## src/rtl/crypto_bus_pkg.sv

```systemverilog
// Shared definitions for the crypto interconnect data-bus arbiter:
// source IDs, source count and the arbiter state encoding.
package crypto_bus_pkg;

  localparam int N_SRC    = 4;
  localparam int SRC_ID_W = 2;

  localparam logic [SRC_ID_W-1:0] SRC_MEM  = 2'd0;
  localparam logic [SRC_ID_W-1:0] SRC_SHA  = 2'd1;
  localparam logic [SRC_ID_W-1:0] SRC_AES  = 2'd2;
  localparam logic [SRC_ID_W-1:0] SRC_CTRL = 2'd3;

  typedef enum logic [1:0] {
    ARB_IDLE    = 2'd0,
    ARB_OWN     = 2'd1,
    ARB_RELEASE = 2'd2
  } arb_state_t;

endpackage

```

## src/rtl/crypto_bus_arbiter_rr_pick4.sv

```systemverilog
// Round-robin picker: first set request bit at or above ptr, wrapping 3 -> 0.
module rr_pick4
  import crypto_bus_pkg::*;
(
  input  logic [N_SRC-1:0]    req,
  input  logic [SRC_ID_W-1:0] ptr,
  output logic                valid,
  output logic [SRC_ID_W-1:0] id
);

  // Scan from the farthest offset down so the nearest set bit overwrites last.
  always_comb begin
    valid = 1'b0;
    id    = ptr;
    for (int i = N_SRC - 1; i >= 0; i--) begin
      if (req[ptr + SRC_ID_W'(i)]) begin
        valid = 1'b1;
        id    = ptr + SRC_ID_W'(i);
      end
    end
  end

endmodule

```

## src/rtl/crypto_bus_arbiter.sv

```systemverilog
// Round-robin bus-ownership arbiter for the four crypto interconnect sources;
// grants one owner, counts its beats and releases on last/cap/drop/timeout.
module crypto_bus_arbiter
  import crypto_bus_pkg::*;
#(
  parameter int MAX_BEATS    = 16,
  parameter int IDLE_TIMEOUT = 32
) (
  input  logic                clk,
  input  logic                rst,
  input  logic [N_SRC-1:0]    req_i,
  input  logic [N_SRC-1:0]    valid_i,
  input  logic [N_SRC-1:0]    last_i,
  output logic [N_SRC-1:0]    grant_o,
  output logic [SRC_ID_W-1:0] owner_id_o,
  output logic                bus_busy_o,
  output logic                beat_o,
  output logic [7:0]          beat_cnt_o,
  output logic                done_o,
  output logic                abort_o
);

  arb_state_t          state, state_n;
  logic [N_SRC-1:0]    grant_n;
  logic [SRC_ID_W-1:0] owner_n, rr_ptr, rr_ptr_n, pick_id;
  logic [7:0]          beat_cnt, beat_cnt_n, idle_cnt, idle_cnt_n;
  logic                done_n, abort_n, pick_valid;
  logic                beat, rel_last, rel_cap, rel_drop, rel_tmo;

  function automatic logic [7:0] sat_inc8(input logic [7:0] v);
    return (v == 8'hFF) ? v : v + 8'd1;
  endfunction

  rr_pick4 u_pick (
    .req   (req_i),
    .ptr   (rr_ptr),
    .valid (pick_valid),
    .id    (pick_id)
  );

  assign beat       = (state == ARB_OWN) && valid_i[owner_id_o];
  assign beat_o     = beat;
  assign bus_busy_o = (state == ARB_OWN);
  assign beat_cnt_o = beat_cnt;

  // Release causes in priority order; normal ends outrank the abort causes.
  assign rel_last = beat && last_i[owner_id_o];
  assign rel_cap  = beat && (({1'b0, beat_cnt} + 9'd1) == 9'(MAX_BEATS));
  assign rel_drop = !req_i[owner_id_o];
  assign rel_tmo  = !beat && (({1'b0, idle_cnt} + 9'd1) == 9'(IDLE_TIMEOUT));

  always_comb begin
    state_n    = state;
    grant_n    = grant_o;
    owner_n    = owner_id_o;
    rr_ptr_n   = rr_ptr;
    beat_cnt_n = beat_cnt;
    idle_cnt_n = idle_cnt;
    done_n     = 1'b0;
    abort_n    = 1'b0;
    case (state)
      ARB_IDLE: begin
        if (pick_valid) begin
          grant_n    = 4'b0001 << pick_id;
          owner_n    = pick_id;
          beat_cnt_n = 8'd0;
          idle_cnt_n = 8'd0;
          state_n    = ARB_OWN;
        end
      end
      ARB_OWN: begin
        if (beat) begin
          beat_cnt_n = sat_inc8(beat_cnt);
          idle_cnt_n = 8'd0;
        end else begin
          idle_cnt_n = sat_inc8(idle_cnt);
        end
        if (rel_last || rel_cap || rel_drop || rel_tmo) begin
          state_n  = ARB_RELEASE;
          grant_n  = '0;
          rr_ptr_n = owner_id_o + 2'd1;
          done_n   = rel_last || rel_cap;
          abort_n  = !(rel_last || rel_cap);
        end
      end
      ARB_RELEASE: state_n = ARB_IDLE;
      default:     state_n = ARB_IDLE;
    endcase
  end

  always_ff @(posedge clk) begin
    if (rst) begin
      state      <= ARB_IDLE;
      grant_o    <= '0;
      owner_id_o <= '0;
      rr_ptr     <= '0;
      beat_cnt   <= '0;
      idle_cnt   <= '0;
      done_o     <= 1'b0;
      abort_o    <= 1'b0;
    end else begin
      state      <= state_n;
      grant_o    <= grant_n;
      owner_id_o <= owner_n;
      rr_ptr     <= rr_ptr_n;
      beat_cnt   <= beat_cnt_n;
      idle_cnt   <= idle_cnt_n;
      done_o     <= done_n;
      abort_o    <= abort_n;
    end
  end

endmodule

```

## config.mk

```make
export PLATFORM = sky130hd
export DESIGN_NAME = crypto_bus_arbiter
export DESIGN_NICKNAME = d
export VERILOG_FILES = /design/src/rtl/crypto_bus_pkg.sv /design/src/rtl/crypto_bus_arbiter_rr_pick4.sv /design/src/rtl/crypto_bus_arbiter.sv
export SDC_FILE = /design/constraint.sdc
export NUM_CORES = 1
export LEC_CHECK = 0
export CAP_MARGIN = 20
export CORE_MARGIN = 8
export CORE_UTILIZATION = 30
export DETAILED_ROUTE_END_ITERATION = 16
export PLACE_DENSITY = 0.61
export SYNTH_ARGS = -nofsm -noshare
export SYNTH_HDL_FRONTEND = slang
export SYNTH_HIERARCHICAL = 1
export SYNTH_SLANG_ARGS = --single-unit
export TNS_END_PERCENT = 10
```

## constraint.sdc

```tcl
create_clock -name clk -period 1.9 [get_ports clk]
set_clock_uncertainty 0.05 [all_clocks]
set_input_delay 0.38 -clock clk [delete_from_list [all_inputs] [get_ports clk]]
set_output_delay 0.38 -clock clk [all_outputs]
set_load 0.01 [all_outputs]
```

==> results of run 1 <==
## worst max-delay path: cells and delay by family, from the launching register on
family,cells,cell delay (ps)
AND/OR/NAND/NOR,3,680
multiplexers,1,550
flip-flops,1,380
buffers and inverters,1,150
AO/OA/AOI/OAI,1,140
## final timing paths
check	start	endpoint	depth (start not counted)
setup / recovery	owner_id_o[0]	idle_cnt[5]	6
setup reg to reg	owner_id_o[0]	idle_cnt[5]	6
hold reg to reg	grant_o[0]	grant_o[0]	2
hold / removal	grant_o[0]	grant_o[0]	2
## report_power, final
| group | switching [mW] | internal, mW | leakage, nW |
|---|---|---|---|
| Combinational | 0.470 | 0.486 | 0.772 |
| Clock | 0.200 | 0.186 | 0.0288 |
| Sequential | 0.0526 | 0.646 | 0.228 |
## repair_timing
item / 4_1_cts / 5_1_grt
hold buffers: 0 / 0
cloned: 1 / 0
hold endpoints to repair: 0 / 0
pin swaps: 8 / 6
gates resized for setup: 25 / 15
endpoints found under the setup margin: 26 / 25
setup buffers: 4 / 1
## cells in the mapped netlist (all sizes together) (3+ instances only)
cell / n / area, um^2
nand4: 4 / 25.0
inv: 7 / 26.3
nand3: 11 / 55.1
or4: 4 / 30.0
o221a: 3 / 33.8
dfxtp: 28 / 561
o22ai: 4 / 31.3
and2b: 3 / 25.0
a21oi: 22 / 110
clkbuf: 6 / 22.5
mux2i: 3 / 30.0
ha: 4 / 50.1
o21ai: 14 / 70.1
nand2: 19 / 73.8
nor3: 6 / 30.0
and3: 6 / 38.8
nor2: 22 / 82.6
and4: 3 / 26.3
a31oi: 5 / 31.3
nand2b: 4 / 25.0
mux4: 3 / 75.1
or3: 4 / 26.3
## per-stage QoR
step / hold slack, ps / util
final: 444 / 0.476
after global routing: 468 / 0.476
after CTS: 445 / 0.467
after detailed placement: 430 / 0.443
after global placement: 427 / 0.443
after floorplan: 423 / -
## state kept, by name, summed over array words and instances, names as in the netlist
name and count:
abort_o 1, state 2, owner_id_o 2, grant_o 4, idle_cnt 8, beat_cnt_o 8
rr_ptr 2, done_o 1
## layout make-up
| class | count | area [um^2] |
|---|---|---|
| well taps | 72 | 90.1 |
| flip-flops and latches | 28 | 566 |
| repair buffers | 80 | 678 |
| multi-input cells | 169 | 1180 |
| fillers | 571 | 2870 |
| clock buffers | 4 | 55.1 |
| inverters | 7 | 28.8 |
## kinds of logic after synthesis
group / count (synthesis)
and+or+nand+nor: 96
AOI/OAI and AO/OA: 60
DFF: 28
buffers and inverters: 15
muxes: 6
adders and majority gates: 4
xor gates and xnor gates: 2
## per-layer routing
layer | GRT usage | share of wire | up-vias
met5 | 0 | 0 | -
met4 | 0.0368 | 0.016 | 0
met3 | 0.0263 | 0.029 | 9
met2 | 0.211 | 0.48 | 29
met1 | 0.148 | 0.48 | 868
li1 | - | - | 947
==> flow_summary_export.csv, run 1 <==
group,metric,value,unit
status,status,"complete, but fails checks",
status,violations,"setup timing",
power_and_ir_drop,power,2.04,mW
grt,grt_max_degree,16,
routing,via_per_inst,5.15,
die,chipWidth,91.1,um
timing,tns,-857,ps
grt,grt_pass1_wl,8600,um
logic_synthesis,synth_compound_area_frac,0.225,
grt,grt_pass1_vias,1862,
layout,finalNetCount,307,
logic_synthesis,synth_fp_nets,229,
timing,min_period,2010,ps
timing,rsz0062_at_grt,"yes",
logic_synthesis,synth_cell_type_count,51,
critical_path,max_stage_delay,550,ps
timing,relSlewSlack,0.792,
power_and_ir_drop,leakagePower,1.03,nW
critical_path,cp_data_arrival_time,2180,ps
clock_tree,cts-root-buf,"clkbuf_8",
logic_synthesis,synth_ff_type,"dfxtp_1",
logic_synthesis,yosysWarningCount,6,
routing,wirelength,5090,um
power_and_ir_drop,powerDensity,785,nW/um^2
critical_path,slowest_stage,"mux4_2",
clock_tree,clkTransAtPathRegs,100,ps
logic_synthesis,syn_area,1690,um^2
placement,dpl.cell_count,350,
critical_path,regToRegSetupSlack,-110,ps
placement,post-place-ws,-528,ps
timing,final_hold_viol_count,0,
layout,syn_to_final_growth,53.7,%
timing,tightest_slew,312,ps
clock_tree,cts_tree,"built",
min_path,worstHoldPathType,"reg -> reg",
routing,ant_nets,0,
clock_tree,cts.sinks,28,
grt,grt_overflow_total,0,
placement,routabilityCongestion,0.837,
routing,route.vias.total,1853,
routing,drtPass1Iterations,4,
logic_synthesis,ys_seq_area_frac,0.331,
layout,drive_above_1_share,0.323,
logic_synthesis,synth_top_family_by_area,"simple AND/OR/NAND/NOR gates",
placement,dp_hpwl,3740,um
die,pin_count,32,
critical_path,worstSetupEndpointType,"flop",
die,die_h,91.1,um
routing,dr.first_iter.drc_count,62,
logic_synthesis,avgSynthCellArea,8.02,um^2
die,rows,27,
critical_path,criticalPathCategory,"reg -> reg",
critical_path,crit_fanout,6,
placement,io_buffer_count,31,
layout,insertedDiodeCount,0,
logic_synthesis,synthCells,211,
timing,setup_viol,21,
timing,fmax,0.497,GHz
clock_tree,cts_buffers,3,
clock_tree,cts.path.max_buffers,2,
critical_path,critPathRequiredTime,2070,ps
logic_synthesis,async_flop_share,0,
critical_path,crit_chain,"mux4_2, buf_6, nor2_4, nand3_4, or4_4, a21oi_2",
layout,postLayoutCellArea,2600,um^2
logic_synthesis,synthAdderAreaFrac,0.0296,
routing,drc,0,
critical_path,start_kind,"flop",
grt,antenna_found_initial,0,
timing,finalWorstSetupSlack,-110,ps
logic_synthesis,synth_seq_cells,28,
logic_synthesis,synth_edf_count,0,
placement,place_area,2420,um^2
layout,final_cell_mix,"46 x buf_4, 26 x dfxtp_1, 25 x clkdlybuf4s50_1, 21 x nor2_1, 20 x a21oi_1",
timing,final-max-slew-violation-count,0,
die,dieArea,8300,um^2
flow_run,cap_viol_max_count,0,
die,core_area,5470,um^2
clock_tree,h-tree-depth,1,
routing,post_drt_wl_per_cell,14.1,um
logic_synthesis,yosys.area_share.xor_xnor,0.0103,
logic_synthesis,synth.area.mux_share,0.0621,
clock_tree,clk_latency,280,ps
power_and_ir_drop,ir_drop,0.474,mV
timing,fin_crit_sh,1.06,
logic_synthesis,synthSimpleGateAreaFrac,0.304,
die,start_util,0.309,
grt,track_usage,0.122,
layout,final_common_cell,"buf_4",
layout,final-instance-count-excl-fill,360,
Note: power is estimated with default switching activity, not from simulation.
==> run 2, diff against run 1 <==
--- a/config.mk
+++ b/config.mk
@@ -9,6 +9,7 @@
 export CORE_MARGIN = 8
 export CORE_UTILIZATION = 30
 export DETAILED_ROUTE_END_ITERATION = 16
+export HOLD_SLACK_MARGIN = 0.02
 export PLACE_DENSITY = 0.61
 export SYNTH_ARGS = -nofsm -noshare
 export SYNTH_HDL_FRONTEND = slang
==> results of run 2 <==
Same layout as run 1: the final DEF is identical, and so are final timing and power.
